$ cat config.mk
export PLATFORM = sky130hd
export DESIGN_NAME = mips_bus_arbiter
export DESIGN_NICKNAME = d
export VERILOG_FILES = /design/src/rtl/mips_bus_pkg.sv /design/src/rtl/mips_bus_arbiter.sv
export SDC_FILE = /design/constraint.sdc
export NUM_CORES = 1
export LEC_CHECK = 0
export CAP_MARGIN = 20
export CORE_AREA = 2 2 123 125
export DETAILED_ROUTE_END_ITERATION = 10
export DIE_AREA = 0 0 125 127
export HOLD_SLACK_MARGIN = 0.06
export PLACE_DENSITY_LB_ADDON = 0.05
export SYNTH_ARGS = -nofsm -noshare
export SYNTH_HDL_FRONTEND = slang
export SYNTH_SLANG_ARGS = --single-unit
$ cat constraint.sdc
create_clock -name clk -period 1.8 [get_ports clk]
set_clock_uncertainty 0.2 [all_clocks]
set_input_delay 0.18 -clock clk [delete_from_list [all_inputs] [get_ports clk]]
set_output_delay 0.18 -clock clk [all_outputs]
set_load 0.01 [all_outputs]
$ cat src/rtl/mips_bus_pkg.sv
// -----------------------------------------------------------------------------
// mips_bus_pkg
// Shared definitions for the MIPS two-master bus arbiter:
//   - default address/data widths
//   - master index constants (M0 = instruction fetch, M1 = data)
//   - arbiter state enum (IDLE, GRANT0, GRANT1)
//   - mips_bus_arb_pick: one-cycle arbitration decision taken in IDLE
// Build option: define MIPS_BUS_ARB_ROUND_ROBIN_EN to resolve simultaneous
// requests round-robin (away from last_grant). Without it, m1 always wins ties.
// -----------------------------------------------------------------------------
package mips_bus_pkg;

    localparam int MIPS_ADDR_W = 32;
    localparam int MIPS_DATA_W = 32;

    // Master indices as stored in last_grant
    localparam logic M0 = 1'b0;
    localparam logic M1 = 1'b1;

`ifdef MIPS_BUS_ARB_ROUND_ROBIN_EN
    localparam logic ARB_RR_EN = 1'b1;
`else
    localparam logic ARB_RR_EN = 1'b0;
`endif

    typedef enum logic [1:0] {
        IDLE   = 2'd0,
        GRANT0 = 2'd1,
        GRANT1 = 2'd2
    } arb_state_t;

    // Next owner chosen from IDLE. On a tie, round-robin hands the bus to the
    // master that did not own it last; fixed priority always favours m1.
    function automatic arb_state_t mips_bus_arb_pick(
        input logic req0,
        input logic req1,
        input logic last_grant
    );
        arb_state_t pick;
        case ({req1, req0})
            2'b01:   pick = GRANT0;
            2'b10:   pick = GRANT1;
            2'b11: begin
                if (ARB_RR_EN && (last_grant == M1)) begin
                    pick = GRANT0;
                end else begin
                    pick = GRANT1;
                end
            end
            default: pick = IDLE;
        endcase
        return pick;
    endfunction

endpackage

$ cat src/rtl/mips_bus_arbiter.sv
// -----------------------------------------------------------------------------
// mips_bus_arbiter
// Arbitrates an instruction-fetch master (m0) and a data master (m1) onto one
// Avalon-style slave port. A grant is issued one cycle after a request is seen
// in IDLE, held until the transfer completes (owner requesting and slave not
// waiting) or the owner drops its request, and then the bus returns to IDLE.
// Build option: MIPS_BUS_ARB_ROUND_ROBIN_EN (see mips_bus_pkg).
//
// Ports:
//   clk, reset            clock; asynchronous active-low reset
//   m0_* / m1_*           master address/read/write/writedata/byteenable in,
//                         waitrequest/readdata out
//   s_*                   slave address/read/write/writedata/byteenable out,
//                         waitrequest/readdata in
//   grant                 one-hot owner (bit0 = m0, bit1 = m1), 0 when idle
// -----------------------------------------------------------------------------
module mips_bus_arbiter
    import mips_bus_pkg::*;
#(
    parameter int ADDR_W = MIPS_ADDR_W,
    parameter int DATA_W = MIPS_DATA_W
) (
    input  logic                  clk,
    input  logic                  reset,

    input  logic [ADDR_W-1:0]     m0_address,
    input  logic                  m0_read,
    input  logic                  m0_write,
    input  logic [DATA_W-1:0]     m0_writedata,
    input  logic [DATA_W/8-1:0]   m0_byteenable,
    output logic                  m0_waitrequest,
    output logic [DATA_W-1:0]     m0_readdata,

    input  logic [ADDR_W-1:0]     m1_address,
    input  logic                  m1_read,
    input  logic                  m1_write,
    input  logic [DATA_W-1:0]     m1_writedata,
    input  logic [DATA_W/8-1:0]   m1_byteenable,
    output logic                  m1_waitrequest,
    output logic [DATA_W-1:0]     m1_readdata,

    output logic [ADDR_W-1:0]     s_address,
    output logic                  s_read,
    output logic                  s_write,
    output logic [DATA_W-1:0]     s_writedata,
    output logic [DATA_W/8-1:0]   s_byteenable,
    input  logic                  s_waitrequest,
    input  logic [DATA_W-1:0]     s_readdata,

    output logic [1:0]            grant
);

    arb_state_t state_r;
    arb_state_t state_next_s;
    logic       last_grant_r;
    logic       last_grant_next_s;
    logic       req0_s;
    logic       req1_s;

    assign req0_s = m0_read | m0_write;
    assign req1_s = m1_read | m1_write;

    // Read data is broadcast; only the granted master sees waitrequest low.
    assign m0_readdata = s_readdata;
    assign m1_readdata = s_readdata;

    // State and last-owner registers; reset abandons any transfer at once.
    always_ff @(posedge clk or negedge reset) begin
        if (!reset) begin
            state_r      <= IDLE;
            last_grant_r <= M1;
        end else begin
            state_r      <= state_next_s;
            last_grant_r <= last_grant_next_s;
        end
    end

    // Next-state logic: every grant ends in IDLE on completion or abort.
    always_comb begin
        state_next_s      = state_r;
        last_grant_next_s = last_grant_r;
        case (state_r)
            IDLE: begin
                state_next_s = mips_bus_arb_pick(req0_s, req1_s, last_grant_r);
            end
            GRANT0: begin
                if (!req0_s || !s_waitrequest) begin
                    state_next_s      = IDLE;
                    last_grant_next_s = M0;
                end else begin
                    state_next_s      = GRANT0;
                end
            end
            GRANT1: begin
                if (!req1_s || !s_waitrequest) begin
                    state_next_s      = IDLE;
                    last_grant_next_s = M1;
                end else begin
                    state_next_s      = GRANT1;
                end
            end
            default: begin
                state_next_s = IDLE;
            end
        endcase
    end

    // Output mux: slave signals follow the owner combinationally; read+write
    // together from one master is issued as a write only.
    always_comb begin
        s_address      = {ADDR_W{1'b0}};
        s_read         = 1'b0;
        s_write        = 1'b0;
        s_writedata    = {DATA_W{1'b0}};
        s_byteenable   = {(DATA_W/8){1'b0}};
        grant          = 2'b00;
        m0_waitrequest = 1'b1;
        m1_waitrequest = 1'b1;
        case (state_r)
            GRANT0: begin
                s_address      = m0_address;
                s_read         = m0_read & ~m0_write;
                s_write        = m0_write;
                s_writedata    = m0_writedata;
                s_byteenable   = m0_byteenable;
                grant          = 2'b01;
                m0_waitrequest = s_waitrequest;
            end
            GRANT1: begin
                s_address      = m1_address;
                s_read         = m1_read & ~m1_write;
                s_write        = m1_write;
                s_writedata    = m1_writedata;
                s_byteenable   = m1_byteenable;
                grant          = 2'b10;
                m1_waitrequest = s_waitrequest;
            end
            default: begin
                grant = 2'b00;
            end
        endcase
    end

endmodule

# == Word-level counts from Yosys, hierarchy flattened ==
# Index checks and enable logic that the tools add are counted.
# classes
shift,0
bitwise,6
multipliers,0
n_mux,12
reduce_logical,7
div_mod_pow,0
n_eq_ne,5
n_addsub,0
order_cmp,0
# ops
cell,n
32-bit one-hot mux with 2 select lines,2
2-bit one-hot mux with 2 select lines,2
4-bit one-hot mux with 2 select lines,1
2-bit == test (second input constant),3
2-bit one-hot mux with 3 select lines,1
2-bit by 1-bit == test with 1-bit output (second input constant),2
1-bit one-hot mux with 2 select lines,2
1-bit zero test,3
1-bit two-way mux,3
1-bit AND,2
2-bit zero test,1
1-bit logical OR,2
2-bit two-way mux,1
1-bit inverter,2
1-bit bitwise OR,2
2-bit OR reduction,1
# word_totals
elab_cells,31
reg_bits,2
memories,0
input_bits,175
latch_bits,0
mem_bits_ro,0
output_inout_bits,138
ram_bits,0

# == Longest topological paths before layout ==
# Gate-level depths: netlist of the first run.
# depth
depth_word,5
depth_mapped,6
ltp_nobuf,4

# == Worst setup path after synthesis of the first run ==
# Ideal clock, no wire load.
# synth_timing
kind,reg-to-output
start,register state_r[0]
end,output port s_read
path_buffers,1
t_arrival_ns,1.280
path_stages_with_launch,5
path_slack_ns,0.140
cell_sequence,dfrtp_1 -> inv_1 -> ha_1 -> clkbuf_1 -> a21boi_1
# synth_via
elab_chain_len,2
elab_cells_between_ends,3
# synth_lines
element,line_no,text
"start, declared",mips_bus_arbiter.sv:53,arb_state_t state_r;
"start signal, assigned",mips_bus_arbiter.sv:73,state_r <= state_next_s;
2-bit == test / 2-bit by 1-bit == test with 1-bit output (equally long branches),mips_bus_arbiter.sv:119,case (state_r)
1-bit one-hot mux with 2 select lines *,mips_bus_arbiter.sv:119,
"end, declared",mips_bus_arbiter.sv:43,"output logic s_read,"
# Every way passes the cells marked *; elsewhere a longest branch is shown, timed or not.

# == Worst setup path after layout of the first run ==
# layout_timing
start,register state_r[0]
end,output port s_writedata[6]
# layout_via
elab_chain_len,2
elab_cells_between_ends,3
# layout_lines
element,line_no,text
2-bit == test / 2-bit by 1-bit == test with 1-bit output (equally long branches),mips_bus_arbiter.sv:119,
32-bit one-hot mux with 2 select lines *,mips_bus_arbiter.sv:119,
"end, declared",mips_bus_arbiter.sv:45,"output logic [DATA_W-1:0] s_writedata,"
# Marked as above.

==> results of run 1 <==
-- area by class of cell --
cell class / instances / area (um2)
fill: 1520 / 9630
timing repair buffer: 270 / 2800
multi-input combinational: 156 / 1630
tap: 184 / 230
clock buffer: 3 / 75.1
sequential: 2 / 50.0
inverter: 2 / 7.51
-- timing repair --
action                                  in CTS  in global routing
hold buffers                                 1                  0
buffers inserted                            12                 12
endpoints found under the setup margin      74                 72
gates resized for setup                    361                 77
pin swaps                                    8                 32
hold endpoints to repair                     2                  0
gates cloned                                10                  6
-- metrics by stage --
step	utilization, %	setup TNS [ns]	area, um2	power (mW)
global route	33.3	-18.29	4800	6.19
detailed placement	25.9	-22.09	3740	3.76
floorplan	-	0	1750	1.97
finish	33.3	-13.60	4800	5.83
global placement	25.9	-22.22	3740	3.79
CTS	29.2	-12.62	4220	4.71
-- cells by family after synthesis --
kind of cell	count (synthesis)	synth area share [%]
buffers and inverters	89	34.2
AND/OR/NAND/NOR	78	27.6
AO/OA/AOI/OAI	72	31.0
adder cells (fa/ha/maj)	6	4.29
flip-flops	2	2.86
-- final timing paths --
path,slack (ns),to,start,cells past startpoint
max,-0.23,s_writedata[6],state_r[0]$_DFF_PN0_,6
max reg2reg,0.15,state_r[1]$_DFF_PN0_,state_r[1]$_DFF_PN0_,7
min,0.16,m0_readdata[11],s_readdata[11],0
min in group asynchronous,0.50,state_r[0]$_DFF_PN0_,reset,2
max in group asynchronous,0.78,state_r[1]$_DFF_PN0_,reset,2
min reg2reg,0.48,state_r[0]$_DFF_PN0_,state_r[1]$_DFF_PN0_,2
-- layout by cell type, fill, tap and decap left out, types with 3 or more instances in the layout --
master and instances:
buf_16 9, buf_4 16, nor2b_2 6, a22oi_1 3, clkbuf_16 8, nor2b_1 46
clkdlybuf4s50_1 142, buf_2 54, buf_6 27, buf_12 14, nor2b_4 17, ha_4 3
ha_1 3, a22oi_2 66
-- power breakdown --
group	switching, mW	internal [mW]
registers	0.0156	0.0610
logic	2.28	3.14
clock network	0.0501	0.283
total	2.35	3.48
-- layer usage --
metal / vias to the layer above / share of wire [%]
li1: 1186 / -
met4: 0 / 1.3
met1: 1151 / 40
met3: 19 / 6.6
met2: 106 / 52
met5: - / 0
==> impl_results.md, run 1 <==
* Yosys cell types at 17
* Worst path required time at roughly 1.4 ns
* Total grt overflow at 0
* TritonRoute pass-1 iters at 4
* Gate count of the mapped netlist at between 200 and 250
* Crit path cell chain: inv_2 -> buf_12 -> ha_4 -> clkbuf_16 -> nor2b_1 -> buf_2
* Min cycle time layout at slightly above 2 ns
* Initial antenna violation count at 0
* Most Crowded Layer GR: met2
* Worst path bufs/invs at 4
* Vias at 2,462
* Area growth syn-to-layout at 174%
* DRC viols at 0
* Routed WL at 11,400 um
* Ratio of cells with drive above 1 in the final layout at 52.4%
* Final hold slack at between 0.15 and 0.2 ns
* Slew headroom at between 80% and 90%
* Vias in the first global route at between 2,000 and 3,000
* MaxCap Viol Count at 0
* Ports at 313
* Final max-slew violation count at 0
* CP Max Fanout at 9
* Slowest CP cell: ha_4
* Count of state elements after synthesis at 2
* Asr flop ratio synth at between 90% and 100%
* Cell taking the most area after synthesis: a22oi_1
* Gpl congestion at ~0.70
* Cell Pwr Density at roughly 1200 nW/um2
* Worst min path class: primary input to output pin
* Post-synth EDFFs at 0
* Starting Density at 12.1%
* Die height at 127 um
* Final-report hold violation count at 0
* Worst slew pin tran at approximately 0.21 ns
* Max FFs per register at 2
* Pre-CTS WS at -0.367 ns
* Largest net degree at the start of global routing at 38
* Dpl hpwl at between 6000 and 7000 um
* Met2 Use GR at a little under a quarter
* Warning count from the yosys run at 0
* Unrepaired setup endpoints after global routing: yes
* Fmax at 494 MHz
* Clock sinks at 2
* Placed cell count at ~570
* GRT Resource Usage Total at roughly 12%
* Worst setup margin at -0.225 ns
* Setup Viol. Count Final at between 70 and 80
* Crit-path max cell delay at around 0.37 ns
* Status: finished, violations left
* Clock latency on the worst-skew pair at around 0.22 ns
* Die width at 125 um
* M3 GR Usage at ~2.7%
* Synth Cell Area at between 1500 and 2000 um2
* CTS tree: yes
* Number of routed nets with antenna violations at 0
* Worst path top cell family by delay: buffers and inverters
* CP Launch Type: flop
* Max rail drop VDD at roughly 480 uV
* Synth Area per Inst at 7.09 um2
* Core area at 14,400 um2
* Number of CTS-inserted buffers at 3
* Failing checks: negative setup slack
* Clk buf depth at 2
* Final worst-path cycle share at 113%
* Synth top area cells: a22oi_1, buf_4, nor2b_1
* # port buffers at roughly 220
* Setup Crit Path Kind: flop to output pin
* Die area at around 16,000 um2
* Layout Cells excl Fill at 617
* Initial drt markers at 57
* Clk pin slew, worst setup/hold paths at ~0.030 ns
* Avg Vias per Cell at between 3 and 4
* Crit path DAT at between 1.5 and 2 ns
* Seq/Total Area, Yosys at 2.86%
* Diodes inserted at 0
* Worst setup EP type: output pin
* Ys flop type: dfrtp_1
* Global-route wire length before repair at roughly 15,000 um
* Met1 usage at ~14%
* Post-synth top area share at about 30%
* Post-synth top cells: a22oi_1, nor2b_1, buf_4
* # H-tree levels at 1
* Largest Register: state_r
* Net Count, Synth at 428
* CTS root buffer: clkbuf_16
* Avg WL per Cell at around 18 um
* Nets@finish at between 600 and 700
* Regs by FF count: state_r: 2 flops
* P_leak at ~1.9 nW
* Rows at 44
No activity file was read; power rests on OpenSTA's default activity.
==> run 2, diff against run 1 <==
--- a/config.mk
+++ b/config.mk
@@ -7,6 +7,7 @@
 export LEC_CHECK = 0
 export CAP_MARGIN = 20
 export CORE_AREA = 2 2 123 125
+export CTS_CLUSTER_DIAMETER = 40
 export DETAILED_ROUTE_END_ITERATION = 10
 export DIE_AREA = 0 0 125 127
 export HOLD_SLACK_MARGIN = 0.06
==> results of run 2 <==
Same layout as run 1: the final DEF is identical, and so are final timing and power.
